==> config.mk <==
export PLATFORM = sky130hd
export DESIGN_NAME = seg7_disp_mux
export DESIGN_NICKNAME = d
export VERILOG_FILES = /design/src/rtl/seg7_disp_mux.sv
export SDC_FILE = /design/constraint.sdc
export NUM_CORES = 1
export LEC_CHECK = 0
export ABC_AREA = 1
export CORE_ASPECT_RATIO = 1.1
export CORE_MARGIN = 10
export CORE_UTILIZATION = 40
export CTS_CLUSTER_DIAMETER = 150
export DETAILED_ROUTE_END_ITERATION = 7
export GPL_TIMING_DRIVEN = 0
export PLACE_DENSITY_LB_ADDON = 0.1
export SKIP_LAST_GASP = 1
export SLEW_MARGIN = 20
export SYNTH_ARGS = -nofsm -noshare
export SYNTH_HDL_FRONTEND = slang
export SYNTH_SLANG_ARGS = --single-unit
export TNS_END_PERCENT = 20
==> constraint.sdc <==
create_clock -name clk -period 2.6 [get_ports clk]
set_clock_uncertainty 0.15 [all_clocks]
set_input_delay 0.65 -clock clk [delete_from_list [all_inputs] [get_ports clk]]
set_output_delay 0.65 -clock clk [all_outputs]
set_load 0.02 [all_outputs]
==> src/rtl/seg7_disp_mux.sv <==
// Four-digit, time-multiplexed seven-segment driver for a common-anode display.
// The digit values are captured once per refresh frame, so a digit never
// changes partway through a scan. Each digit is then decoded to active-low
// segments, with optional leading-zero blanking. All outputs are registered.
module seg7_disp_mux #(
  parameter int N = 18  // refresh counter width; frame = 2^N cycles, slot = 2^(N-2)
) (
  input  logic       clk,
  input  logic       rst_n,
  input  logic [3:0] d0,
  input  logic [3:0] d1,
  input  logic [3:0] d2,
  input  logic [3:0] d3,
  input  logic [3:0] dp_en,
  input  logic       blank_en,
  input  logic       hold,
  output logic [3:0] an,
  output logic [7:0] sseg,
  output logic       frame_tick
);

  localparam logic [N-1:0] CNT_MAX = '1;

  logic [N-1:0] cnt;
  logic [1:0]   sel;
  logic         frame_end;

  // Snapshot of the digits and decimal points shown during the current frame.
  logic [3:0] s0, s1, s2, s3;
  logic [3:0] sdp;

  logic [3:0] cur_digit;
  logic       cur_dp;
  logic       lead3, lead2, lead1;
  logic       blank_slot;
  logic [3:0] an_nxt;
  logic [7:0] sseg_nxt;

  assign sel       = cnt[N-1:N-2];
  assign frame_end = (cnt == CNT_MAX);

  // Hex to active-low segments {g,f,e,d,c,b,a}.
  function automatic logic [6:0] seg_decode(input logic [3:0] v);
    case (v)
      4'h0: seg_decode = 7'h40;
      4'h1: seg_decode = 7'h79;
      4'h2: seg_decode = 7'h24;
      4'h3: seg_decode = 7'h30;
      4'h4: seg_decode = 7'h19;
      4'h5: seg_decode = 7'h12;
      4'h6: seg_decode = 7'h02;
      4'h7: seg_decode = 7'h78;
      4'h8: seg_decode = 7'h00;
      4'h9: seg_decode = 7'h10;
      4'hA: seg_decode = 7'h08;
      4'hB: seg_decode = 7'h03;
      4'hC: seg_decode = 7'h46;
      4'hD: seg_decode = 7'h21;
      4'hE: seg_decode = 7'h06;
      default: seg_decode = 7'h0E;
    endcase
  endfunction

  // Refresh counter and per-frame snapshot; the load happens in the last cycle
  // of a frame, so the new values appear from the first slot of the next frame.
  // NOTE: state registers use non-blocking (<=) so every flop samples
  // pre-edge values; blocking here would make results depend on statement order.
  always_ff @(posedge clk) begin
    if (!rst_n) begin
      cnt <= '0;
      s0  <= 4'h0;
      s1  <= 4'h0;
      s2  <= 4'h0;
      s3  <= 4'h0;
      sdp <= 4'h0;
    end else begin
      cnt <= cnt + N'(1);
      if (frame_end && !hold) begin
        s0  <= d0;
        s1  <= d1;
        s2  <= d2;
        s3  <= d3;
        sdp <= dp_en;
      end
    end
  end

  // Select the digit for the current slot and work out whether it is blanked.
  // NOTE: every signal gets a default before the case, so no path leaves a
  // value unassigned and no latch is inferred.
  always_comb begin
    cur_digit  = s0;
    cur_dp     = sdp[sel];
    blank_slot = 1'b0;
    lead3      = (s3 == 4'h0);
    lead2      = lead3 && (s2 == 4'h0);
    lead1      = lead2 && (s1 == 4'h0);
    case (sel)
      2'd0: cur_digit = s0;
      2'd1: begin cur_digit = s1; blank_slot = lead1; end
      2'd2: begin cur_digit = s2; blank_slot = lead2; end
      default: begin cur_digit = s3; blank_slot = lead3; end
    endcase
    // blank_en is applied live, not taken from the snapshot.
    blank_slot = blank_slot && blank_en;
    if (blank_slot) begin
      an_nxt   = 4'hF;
      sseg_nxt = 8'hFF;
    end else begin
      an_nxt   = ~(4'b0001 << sel);
      sseg_nxt = {~cur_dp, seg_decode(cur_digit)};
    end
  end

  // Output registers: glitch-free anodes/segments, one cycle behind cnt.
  always_ff @(posedge clk) begin
    if (!rst_n) begin
      an         <= 4'hF;
      sseg       <= 8'hFF;
      frame_tick <= 1'b0;
    end else begin
      an         <= an_nxt;
      sseg       <= sseg_nxt;
      frame_tick <= frame_end;
    end
  end

endmodule

-- Word-level counts from Yosys, hierarchy flattened
Memories as Yosys holds them, arrays and structs flattened. A register that Yosys moved wholly into a read port is not among the register bits.
Index checks and enable logic that the tools add are counted.
- $add $sub $neg: 1
- reductions and logical operators: 10
- shift operators: 1
- bitwise gates (word level): 3
- order comparisons: 1
- multiplexer cells: 4
- equal/unequal tests: 3
- operator list (kind ; number):
    18-bit by 1-bit adder with 18-bit output, second input constant ; 1
    18-bit equality test, second input constant ; 1
    4-bit zero test ; 3
    4-bit one-hot mux with 3 select lines ; 1
    1-bit logical AND ; 4
    4-bit inverter ; 1
    1-bit by 2-bit left shift with 4-bit output, first input constant ; 1
    2-bit by 3-bit < comparator with 1-bit output, second input constant ; 1
    1-bit one-hot mux with 3 select lines ; 1
    1-bit binary-select mux with 2-bit select ; 1
    2-bit by 1-bit equality test with 1-bit output, second input constant ; 1
    2-bit equality test, second input constant ; 1
    2-bit zero test ; 1
    1-bit inverter ; 2
    2-bit OR reduction ; 1
    1-bit zero test ; 1
    1-bit two-way mux ; 1
- bits in read-only memories: 112
- register bits: 51
- logic and storage cells: 33
- memories: 1
- output and inout port bits: 13
- memories (name ; depth ; bits a word ; read ports ; clocked after memory_dff ; wr ports ; line ; text):
    (no name shown) ; 16 ; 7 ; 1 ; 1 ; 0 ; 44 ; case (v)

-- Depth between registers and ports, before layout
- depth after elaboration: 6
- depth in mapped cells: 12
- mapped depth without buffers: 11

-- Worst setup path after synthesis
OpenSTA, ideal clock, no wires.
- path type: register to register
- start point: register cnt[16]
- end point: register sseg[1]
- cell stages (with the launch flop): 12
- library setup time: 0.113 ns
- arrival time: 1.481 ns
- required time: 2.337 ns
- path slack: 0.855 ns
- path through: dfxtp_1 -> buf_4 -> inv_1 -> nor2_1 -> nand2_1 -> nand3_1 -> nor2_1 -> ha_1 -> nand3_1 -> nor2_1 -> nor2_1 -> nand2_1
- cells in the longest elaborated chain, start to end: 4
- elaborated cells on any way between the ends: 7
- ends and longest elaborated chain (item ; line ; text):
    from (decl) ; 24 ; logic [N-1:0] cnt;
    from (signal assigned) ; 77 ; cnt <= cnt + N'(1);
    2-bit equality test, or another cell as far along ; 98 ; case (sel)
    1-bit one-hot mux with 3 select lines ; 98 ;
    1-bit logical AND ; 105 ; blank_slot = blank_slot && blank_en;
    2-bit OR reduction (no source line) ; - ;
    to (decl) ; 18 ; output logic [7:0] sseg,
Parallel ways exist; a longest one is shown, timed or not.
A chain may end at the register's enable or synchronous reset.

-- Worst setup path after layout
- start point: register sseg[6]
- end point: output sseg[6]
No word-level cell between the ends.

==> impl_metrics.json <==
{
  "status": "finished, final reports clean",
  "yosys_warnings": 0,
  "drive_above_1_share_pct": 7.16,
  "drt_iter0_drc": 119,
  "antenna_left": 0,
  "crit_chain": "clkdlybuf4s50_1",
  "synthCells": 347,
  "power_density_nw_per_um2": 462,
  "chipHeight_um": 102,
  "initial_utilization_pct": 41.8,
  "critPathMaxFanout": 1,
  "ff2ff_path_depth": 11,
  "slowest_stage": "clkdlybuf4s50_1",
  "synth_nets": 377,
  "arrival_ns": 1.23,
  "period_minus_slack_ns": 2.03,
  "yosysMostFrequentCell": "nand2_1",
  "relSlewSlack_pct": 67.3,
  "yosysTopAreaCell": "dfxtp_1",
  "rsz0062_at_grt": "false",
  "clockBufferDepth": 2,
  "post_cts_resized": 0,
  "synth_ff_type": "dfxtp_1",
  "setup_viol": 0,
  "ys_ff_latch": 51,
  "worst_pin_slew_ns": 0.490,
  "final_core_util_pct": 51.3,
  "async_reset_ff_share_pct": 0,
  "grt_max_degree": 16,
  "synth_area_um2": 2460,
  "worstHoldEndpoint": "sdp[1]$_SDFFE_PN0P_",
  "synth_edf_count": 0,
  "rrSetupSlack_ns": 0.59,
  "ir_drop_mv": 0.282,
  "h-tree-depth": 2,
  "grt_pass1_wl_um": 10500,
  "vias": 2344,
  "fill_cells": 614,
  "synth.area.top_cells": "dfxtp_1 (42%), nand2_1 (13%), nand4_1 (6.9%)",
  "timing.setup.tns_ns": 0,
  "maxSlewViolCount": 0,
  "clk_latency_ns": 0.31,
  "end_kind": "output port",
  "yosysSeqAreaShare_pct": 41.6,
  "dpl.hpwl_um": 4810,
  "fmax_mhz": 493,
  "maxCapViolations": 0,
  "yosys-top-cells-count": "nand2_1 (88), dfxtp_1 (51), nor2_1 (44), a21oi_1 (29), nand3_1 (28)",
  "power_frac_comb_pct": 6.5,
  "critical_path.max_stage_delay_ns": 0.60,
  "hold_path.class": "register to register",
  "cts_tree": "built",
  "wire_per_inst_um": 13.3,
  "p_clk_share_pct": 36.5,
  "finalNetCount": 420,
  "place_area_um2": 2910,
  "synth_top_area_share_pct": 41.6,
  "whs_path_depth": 2,
  "placementRows": 29,
  "drcViolationCount": 0,
  "p_switching_uw": 313,
  "hold_viol": 0,
  "die_w_um": 94.7,
  "hold_start": "sdp[1]$_SDFFE_PN0P_",
  "io_buffers": 36,
  "crit_type": "register to output port",
  "dr.pass1.iters": 4,
  "cts_setup_buffers": 0,
  "die_area_um2": 9680,
  "first_global_vias": 2272,
  "root_buffer": "clkbuf_8",
  "place.gp.congestion": 0.857,
  "antenna_found_initial": 0,
  "ctsHoldBuffers": 0,
  "cts.reportedPaths.clkPinSlew_ns": 0.09,
  "crit_family": "buffers and inverters",
  "worstPathRequired_ns": 1.80,
  "synth.avg_cell_area_um2": 7.08,
  "p_leak_uw": 0.00117,
  "cts_sinks": 51,
  "final_cell_area_um2": 3020,
  "ios": 37,
  "sw_frac_of_total_pct": 22.5,
  "grt_overflow_total": 0,
  "avgViaCountPerCell": 5.01,
  "coreArea_um2": 5880,
  "p_seq_share_pct": 57.1,
  "grt_usage_pct": 13.3,
  "cp-start-kind": "register",
  "area_growth_pct": 22.8,
  "worstPathBufferInverterCount": 1,
  "n_antenna_cell": 0,
  "drt-total-wl_um": 6230,
  "reg2reg_from": "cnt[16]$_SDFF_PN0_",
  "p_int_uw": 1080,
  "cts-buffers-inserted": 5,
  "timing.rr.end": "sseg[1]$_SDFF_PP1_",
  "synth_cell_types": 27,
  "finalCritPeriodShare_pct": 78.0
}
==> power by group through the flow <==
stage / Sequential, µW / Combinational, µW / Clock, µW
floorplan: 821 / 24.8 / 0
global placement: 814 / 90.0 / 0
detailed placement: 814 / 90.8 / 0
CTS: 796 / 91.2 / 525
global route: 797 / 97.9 / 557
finish: 796 / 90.0 / 508
==> cell type report <==
cell class	instances	area [µm²]	share of cell area, %
plain buffers	13	73.8	2.45
clock buffers	7	96.3	3.19
clock inverters	1	7.51	0.249
inverters	29	109	3.61
multi-input cells	254	1250	41.5
flip-flops and latches	51	1020	33.8
well taps	77	96.3	3.19
repair buffers	36	360	11.9
==> routing by layer <==
layer,share of wire (%),vias up,track usage [%]
li1,-,1228,-
met1,43,1081,14.7
met2,52,30,24.6
met3,4.4,5,3.74
met4,0.92,0,2.76
met5,0,-,0
==> per-stage QoR <==
stage          setup slack, ns  total power [µW]  std cells  hold slack [ns]
6_report                 0.572              1390        468            0.319
3_5_place_dp             0.245               905        460            0.309
2_1_floorplan            0.855               845        347            0.290
5_1_grt                  0.421              1450        468            0.351
4_1_cts                  0.549              1410        468            0.324
3_3_place_gp             0.294               904        460            0.302
==> registers in the layout, indices dropped and copies added (netlist names) <==
signal      flops
an              4
cnt            18
frame_tick      1
s0              4
s1              4
s2              4
s3              4
sdp             4
sseg            8
==> worst max path at each step <==
stage / to / slack, ns / startpoint / cells past startpoint
2_1_floorplan: sseg[1]$_SDFF_PP1_ / 0.86 / cnt[16]$_SDFF_PN0_ / 11
3_3_place_gp: cnt[4]$_SDFF_PN0_ / 0.29 / rst_n / 4
3_5_place_dp: cnt[16]$_SDFF_PN0_ / 0.25 / rst_n / 4
4_1_cts: sseg[6] / 0.55 / sseg[6]$_SDFF_PP1_ / 1
5_1_grt: sseg[1]$_SDFF_PP1_ / 0.42 / cnt[16]$_SDFF_PN0_ / 11
6_report: sseg[6] / 0.57 / sseg[6]$_SDFF_PP1_ / 1
==> cell families after synthesis <==
kind of cell	Yosys count	share of synthesized area (%)
AO/OA/AOI/OAI	38	7.79
adder cells (fa/ha/maj)	6	3.06
AND/OR/NAND/NOR	206	38.7
XOR/XNOR	4	1.43
buffers and inverters	42	7.44
flip-flops	51	41.6
==> cells in the final DEF (no fill, tap or decap), drive strengths merged <==
cell type / netlist / layout
clkinvlp: 0 / 1
nand3: 29 / 29
dfxtp: 51 / 51
ha: 6 / 6
nor2: 48 / 48
clkdlybuf4s50: 0 / 36
o22ai: 1 / 1
clkbuf: 7 / 14
nand3b: 1 / 1
nor3: 5 / 5
o21ai: 8 / 8
xnor2: 1 / 1
xor2: 3 / 3
inv: 29 / 29
nand4: 27 / 27
or2: 2 / 2
nand2: 94 / 94
a21oi: 29 / 29
buf: 6 / 6
Power figures use the tool's default switching activity.
